`src/rtl/mul_pkg.sv`:
```
// Shared types and constants for the Booth multiplier dispatch front-end.
package mul_pkg;

    typedef enum logic [1:0] {
        IDLE,
        ISSUE,
        WAIT
    } mul_state_t;

    localparam int MUL_OP_W  = 32;
    localparam int MUL_RES_W = 64;
    localparam int MUL_LAT   = 2;

endpackage

```
`src/rtl/mul_op_fifo.sv`:
```
// Synchronous first-in first-out buffer for operand/tag entries.
// The head is combinational from storage and reads as zero while empty.
module mul_op_fifo #(
    parameter int DEPTH = 4,
    parameter int WIDTH = 68
) (
    input  logic                    clk,
    input  logic                    reset,
    input  logic                    i_push,
    input  logic [WIDTH-1:0]        i_data,
    input  logic                    i_pop,
    output logic [WIDTH-1:0]        o_head,
    output logic                    o_full,
    output logic                    o_empty,
    output logic [$clog2(DEPTH):0]  o_count
);

    localparam int PTR_W = $clog2(DEPTH);
    localparam logic [PTR_W:0] FULL_COUNT = (PTR_W + 1)'(DEPTH);

    logic [WIDTH-1:0] r_mem [DEPTH];
    logic [PTR_W-1:0] r_wr_ptr;
    logic [PTR_W-1:0] r_rd_ptr;
    logic [PTR_W:0]   r_count;
    logic             w_do_push;
    logic             w_do_pop;

    assign o_full    = (r_count == FULL_COUNT);
    assign o_empty   = (r_count == '0);
    assign o_count   = r_count;
    assign o_head    = o_empty ? '0 : r_mem[r_rd_ptr];
    assign w_do_pop  = i_pop && !o_empty;
    assign w_do_push = i_push && (!o_full || w_do_pop);

    // NOTE: storage carries no reset; validity is tracked by r_count alone.
    always_ff @(posedge clk) begin
        if (w_do_push) begin
            r_mem[r_wr_ptr] <= i_data;
        end
    end

    // NOTE: all state updates are non-blocking so every read sees pre-edge values.
    always_ff @(posedge clk) begin
        if (reset) begin
            r_wr_ptr <= '0;
            r_rd_ptr <= '0;
            r_count  <= '0;
        end else begin
            if (w_do_push) r_wr_ptr <= r_wr_ptr + 1'b1;
            if (w_do_pop)  r_rd_ptr <= r_rd_ptr + 1'b1;
            case ({w_do_push, w_do_pop})
                2'b10:   r_count <= r_count + 1'b1;
                2'b01:   r_count <= r_count - 1'b1;
                default: r_count <= r_count;
            endcase
        end
    end

endmodule

```
`src/rtl/mul_dispatch.sv`:
```
// Valid/ready front-end for the 2-cycle Booth multiplier: queues tagged
// operand pairs, issues them one at a time and holds each result for downstream.
module mul_dispatch
    import mul_pkg::*;
#(
    parameter int DEPTH = 4,
    parameter int TAG_W = 4
) (
    input  logic                 clk,
    input  logic                 reset,
    input  logic                 i_in_valid,
    output logic                 o_in_ready,
    input  logic [MUL_OP_W-1:0]  i_in_op1,
    input  logic [MUL_OP_W-1:0]  i_in_op2,
    input  logic [TAG_W-1:0]     i_in_tag,
    output logic                 o_mul_en,
    output logic [MUL_OP_W-1:0]  o_mul_op1,
    output logic [MUL_OP_W-1:0]  o_mul_op2,
    input  logic [MUL_RES_W-1:0] i_mul_res,
    input  logic                 i_mul_val,
    input  logic                 i_mul_overflow,
    output logic                 o_out_valid,
    input  logic                 i_out_ready,
    output logic [MUL_RES_W-1:0] o_out_res,
    output logic                 o_out_overflow,
    output logic [TAG_W-1:0]     o_out_tag,
    output logic                 o_busy
);

    localparam int ENTRY_W = 2 * MUL_OP_W + TAG_W;
    localparam int CNT_W   = $clog2(DEPTH) + 1;
    localparam logic [CNT_W-1:0] FIFO_CAP = CNT_W'(DEPTH);

    mul_state_t           r_state;
    mul_state_t           w_state_next;
    logic [ENTRY_W-1:0]   w_head;
    logic                 w_fifo_full;
    logic                 w_fifo_empty;
    logic [CNT_W-1:0]     w_fifo_count;
    logic                 w_push;
    logic                 w_pop;
    logic                 w_op_avail;
    logic                 w_slot_free;
    logic                 w_capture;
    logic [TAG_W-1:0]     r_tag_q;
    logic                 r_out_valid;
    logic [MUL_RES_W-1:0] r_out_res;
    logic                 r_out_overflow;
    logic [TAG_W-1:0]     r_out_tag;

    // The count is a register, so a pop in this cycle cannot raise ready.
    assign o_in_ready  = (w_fifo_count < FIFO_CAP);
    assign w_push      = i_in_valid && o_in_ready;
    assign w_op_avail  = !w_fifo_empty || w_push;
    assign w_slot_free = !r_out_valid || i_out_ready;

    mul_op_fifo #(
        .DEPTH (DEPTH),
        .WIDTH (ENTRY_W)
    ) u_op_fifo (
        .clk     (clk),
        .reset   (reset),
        .i_push  (w_push),
        .i_data  ({i_in_tag, i_in_op2, i_in_op1}),
        .i_pop   (w_pop),
        .o_head  (w_head),
        .o_full  (w_fifo_full),
        .o_empty (w_fifo_empty),
        .o_count (w_fifo_count)
    );

    assign o_mul_op1 = w_head[MUL_OP_W-1:0];
    assign o_mul_op2 = w_head[2*MUL_OP_W-1:MUL_OP_W];

    always_ff @(posedge clk) begin
        if (reset) r_state <= IDLE;
        else       r_state <= w_state_next;
    end

    // NOTE: defaulting every comb output first keeps this block latch-free.
    always_comb begin
        w_state_next = r_state;
        unique case (r_state)
            IDLE:    if (w_op_avail && w_slot_free) w_state_next = ISSUE;
            ISSUE:   w_state_next = WAIT;
            WAIT:    if (w_capture) w_state_next = (w_op_avail && i_out_ready) ? ISSUE : IDLE;
            default: w_state_next = IDLE;
        endcase
    end

    always_comb begin
        o_mul_en  = 1'b0;
        w_pop     = 1'b0;
        w_capture = 1'b0;
        unique case (r_state)
            ISSUE: begin
                o_mul_en = 1'b1;
                w_pop    = 1'b1;
            end
            WAIT:    w_capture = i_mul_val && w_slot_free;
            default: ;
        endcase
    end

    // A capture refills the slot even if it is being drained in the same cycle.
    always_ff @(posedge clk) begin
        if (reset) begin
            r_tag_q        <= '0;
            r_out_valid    <= 1'b0;
            r_out_res      <= '0;
            r_out_overflow <= 1'b0;
            r_out_tag      <= '0;
        end else begin
            if (r_state == ISSUE) r_tag_q <= w_head[ENTRY_W-1:2*MUL_OP_W];
            if (w_capture) begin
                r_out_valid    <= 1'b1;
                r_out_res      <= i_mul_res;
                r_out_overflow <= i_mul_overflow;
                r_out_tag      <= r_tag_q;
            end else if (r_out_valid && i_out_ready) begin
                r_out_valid <= 1'b0;
            end
        end
    end

    assign o_out_valid    = r_out_valid;
    assign o_out_res      = r_out_res;
    assign o_out_overflow = r_out_overflow;
    assign o_out_tag      = r_out_tag;
    assign o_busy         = !w_fifo_empty || (r_state != IDLE) || r_out_valid;

    a_val_after_issue: assert property (@(posedge clk) disable iff (reset)
        $rose(i_mul_val) |-> $past(o_mul_en, MUL_LAT));

    a_no_push_when_full: assert property (@(posedge clk) disable iff (reset)
        w_fifo_full |-> !w_push);

endmodule

```
`config.mk`:
```
export PLATFORM = sky130hd
export DESIGN_NAME = mul_dispatch
export DESIGN_NICKNAME = d
export VERILOG_FILES = /design/src/rtl/mul_pkg.sv /design/src/rtl/mul_op_fifo.sv /design/src/rtl/mul_dispatch.sv
export SDC_FILE = /design/constraint.sdc
export NUM_CORES = 1
export LEC_CHECK = 0
export CORE_MARGIN = 2
export CORE_UTILIZATION = 37
export DETAILED_ROUTE_END_ITERATION = 8
export MAX_ROUTING_LAYER = met4
export PLACE_DENSITY = 0.59
export SLEW_MARGIN = 40
export SYNTH_ARGS = -nofsm -noshare
export SYNTH_HDL_FRONTEND = slang
export SYNTH_HIERARCHICAL = 1
export SYNTH_SLANG_ARGS = --single-unit
```
`constraint.sdc`:
```
create_clock -name clk -period 5.2 [get_ports clk]
set_clock_uncertainty 0.2 [all_clocks]
set_input_delay 1.04 -clock clk [delete_from_list [all_inputs] [get_ports clk]]
set_output_delay 1.04 -clock clk [all_outputs]
set_load 0.005 [all_outputs]
```
== Word level (Yosys, flattened, before mapping) ==
Memories as Yosys holds them, arrays and structs flattened. A register that Yosys moved wholly into a read port is not among the register bits.
Cells that the tools add are included.

* Output and inout bits: 137
* Register bits: 83
* Memories: 1
* Memory bits (writable): 272
* Word-level logic and storage cells: 57
* Input bits: 138

{| class="wikitable"
|+ Memories
! name !! depth !! bits a word !! read ports !! clocked after Yosys merged registers in !! wr ports !! RTL line !! source
|-
| u_op_fifo.r_mem || 4 || 68 || 1 || 1 || 1 || mul_op_fifo.sv:21 || <nowiki>logic [WIDTH-1:0] r_mem [DEPTH];</nowiki>
|}

* Add/subtract/negate cells: 4
* Equality and inequality tests: 7
* Mux-type cells: 14
* Reductions and logical operators: 21
* Order comparisons: 1

{| class="wikitable"
|+ Operators by type and width
! operator !! number
|-
| $mux W68 || 1
|-
| $mux W2 || 4
|-
| $logic_and A1 B1 Y1 || 7
|-
| $mux W1 || 7
|-
| $pmux W2 S3 || 1
|-
| $pmux W3 S2 || 1
|-
| $reduce_bool A2 Y1 || 3
|-
| $logic_or A1 B1 Y1 || 5
|-
| $add A2 B1 Y2 const B || 2
|-
| $eq A2 B1 Y1 const B || 2
|-
| $eq A2 B2 Y1 const B || 2
|-
| $ne A2 B2 Y1 const B || 2
|-
| $add A3 B1 Y3 const B || 1
|-
| $eq A3 B3 Y1 const B || 1
|-
| $logic_not A1 Y1 || 3
|-
| $logic_not A3 Y1 || 1
|-
| $lt A3 B3 Y1 const B || 1
|-
| $sub A3 B1 Y3 const B || 1
|-
| $logic_not A2 Y1 || 1
|-
| $reduce_and A2 Y1 || 1
|}

== Longest topological paths before layout ==
* Word-level depth: 7
* Depth in mapped cells: 9

== Hierarchy ==
Netlist, hierarchy kept.

{| class="wikitable"
|+ By module, submodules not included
! module !! times used !! cells an instance !! area an instance (um^2)
|-
| mul_op_fifo || 1 || 499 || 10,915.5
|-
| mul_dispatch || 1 || 333 || 3,382.0
|}

== Worst setup path before layout ==
No wires, ideal clock.

* Kind: input-to-reg
* Start point: in i_in_valid
* End point: mem u_op_fifo.r_mem[0][0] (enable)
* Data arrival time: 3,411 ps
* Path slack: 1,156 ps
* Stages on the path: 5
* Path through: nor2b_1 > buf_2 > inv_1 > a31oi_1 > and2_1

* Longest elaborated chain between the ends: 4

{| class="wikitable"
|+ Ends and longest elaborated chain
! element !! RTL line !! source
|-
| start: declaration || mul_dispatch.sv:11 || <nowiki>input logic i_in_valid,</nowiki>
|-
| $logic_and A1 B1 Y1 || mul_dispatch.sv:53 || <nowiki>assign w_push = i_in_valid && o_in_ready;</nowiki>
|-
| $logic_and A1 B1 Y1 || mul_op_fifo.sv:33 || <nowiki>assign w_do_push = i_push && (!o_full || w_do_pop);</nowiki>
|-
| $mux W1 || mul_op_fifo.sv:37 || <nowiki>if (w_do_push) begin</nowiki>
|-
| $mux W1 (not written as such) || mul_op_fifo.sv:38 || <nowiki>r_mem[r_wr_ptr] <= i_data;</nowiki>
|-
| end: declaration || mul_op_fifo.sv:21 ||
|}

No other way between the ends.

==> out/results.ini <==
[worst_setup_path]
cp_max_fo=26
rrSetupSlack_ns=2.30
worst_setup_path_start_kind=flop
r2r_start=u_op_fifo/o_count[2]
crit_arrival_ns=2.91
r2r_end=u_op_fifo/r_mem[2][51]
r2r_cells=6
endpoint_kind=output pin
required_ns=3.96
setup.worst_path.class=flop to output pin

[clocking]
post_cts_buffers=0
root_buffer=clkbuf_16
clock-sinks=357
cts_resized=0
clk_path_buf_depth=3
htree_num_levels=2
cts_made_buffers=40
hold_buffers=0
cts_tree=built
clk_latency_ns=0.56
clk_pin_slew_ns=0.06

[sta]
final-setup-viol-count=0
worst_pin_slew_ns=0.744
slew_headroom_pct=50.4
finalWorstSetupSlack_ns=1.05
rsz0062_at_grt=no
finalSetupTns_ns=0
drv_slew=0
clock.fmax_mhz=241
min_period_ns=4.15
period_share_pct=79.7
hold_viol_final=0

[synthesis]
synth_fp_nets=974
avgSynthCellArea_um2=17.2
ys_warn_count=6
syn-cell-area_mm2=0.0143
synthCells=831

[routing]
wl_um=31200
drc=0
wire_per_inst_um=18.9
first_pass_iters=4
drtAntennaViolNets=0
num_vias=7792
dr.first_iter.drc_count=460
viasPerCell=4.71

[floorplan]
die_h_um=201
rows=71
pin_count=275
fp.dieW_um=201
dieArea_mm2=0.0402
core_mm2=0.0378
initial_utilization_pct=37.8

[power_and_ir_drop]
leakage_nw=6.04
pwr-share-seq_pct=47.2
peakVddDrop_mv=0.264
switching_power_mw=1.60
p_clk_share_pct=39.5
cell_internal_pwr_mw=5.38
swShare_pct=23.0
combPwrFrac_pct=13.3
power_density_mw_per_mm2=370

[grt]
antenna_found_initial=5
grt_max_degree=156
overflow=0
grt_pass1_vias=8039
track_usage_pct=16.0
grt_pass1_wl_um=48300

[placed_design]
pre_cts_ws_ns=1.20
place_inst=1576
placement.io_buffers=274
globalplace.congestion=0.783
place_hpwl_um=19100

[cells_and_area]
layout-drive-gt1-share_pct=13.7
area_delta_synth_final_pct=32.0
fillers=3269
stdcell_count=1655
nets=1250

[worst_hold_path]
hold_class=flop to flop
worstHoldEndpoint=o_out_res[63]
whs_path_depth=2
hold_start=o_out_res[63]

[run_status]
status=complete, no violations

[flow_run]
drv_cap=0

[placed cells by master (no fill, tap or decap), types with 11 or more instances in the layout]
master,n
clkdlybuf4s50_1,273
edfxtp_1,272
nand2b_1,142
dfxtp_1,83
mux2i_1,74
mux4_2,68
nor2b_1,65
clkbuf_16,43
nor2_1,12
inv_1,11
clkinv_1,11
[stage by stage]
step	util, %	total power, mW	area, µm²	hold slack (ns)
final	49.8	6.99	18900	0.270
after global routing	49.8	7.28	18900	0.288
after CTS	49.8	7.11	18800	0.274
after detailed placement	46.4	4.31	17500	0.261
after global placement	46.3	4.30	17500	0.257
after floorplan	-	3.82	14300	0.251
[layout make-up]
cell class                 instances  area, µm²  share of cell area [%]
antenna                            5       12.5                  0.0663
clock inverter                    23        198                    1.05
timing repair buffer             288       2940                    15.6
clock buffer                      51       1110                    5.86
multi-input combinational        409       4050                    21.5
sequential                       357       9880                    52.4
inverter                          11       41.3                   0.219
tap                              511        639                    3.39
[power groups by stage]
stage	Clock [mW]	Sequential [mW]	Combinational, mW
global route	2.96	3.32	1.01
finish	2.76	3.30	0.931
CTS	2.85	3.30	0.956
floorplan	0	3.34	0.479
detailed placement	0	3.36	0.949
global placement	0	3.36	0.945
[worst max-delay path, stage by stage, from the launching register on]
cell,delay [ns]
dfxtp_4,0.72
buf_4,0.43
mux4_2,0.58
nor2b_1,0.15
clkdlybuf4s50_1,0.47
[flip-flops by register name (all words and copies together) (netlist names), named ones only]
name / cells
o_out_overflow: 1
o_out_res: 64
o_out_tag: 4
o_out_valid: 1
r_state: 2
r_tag_q: 4
u_op_fifo/o_count: 3
u_op_fifo/r_mem: 272
u_op_fifo/r_rd_ptr: 2
u_op_fifo/r_wr_ptr: 2
[per-layer routing]
| layer | share of wire (%) | up-vias | global-route usage [%] |
|---|---|---|---|
| met5 | 0 | - | - |
| met4 | 2.2 | 0 | 5.16 |
| met3 | 8.7 | 55 | 5.75 |
| met2 | 44 | 260 | 23.3 |
| met1 | 45 | 3836 | 21.0 |
| li1 | - | 3641 | - |
[how the worst max path moves through the flow]
stage          startpoint                endpoint  slack, ns
2_1_floorplan  i_in_valid   u_op_fifo/r_mem[0][0]       1.16
3_3_place_gp   i_in_valid  u_op_fifo/r_mem[2][50]       1.23
3_5_place_dp   i_in_valid  u_op_fifo/r_mem[2][51]       1.20
4_1_cts              flop            o_mul_op2[8]       0.91
5_1_grt              flop            o_mul_op2[8]       0.82
6_report             flop            o_mul_op2[4]       1.05
Power figures use the tool's default switching activity.
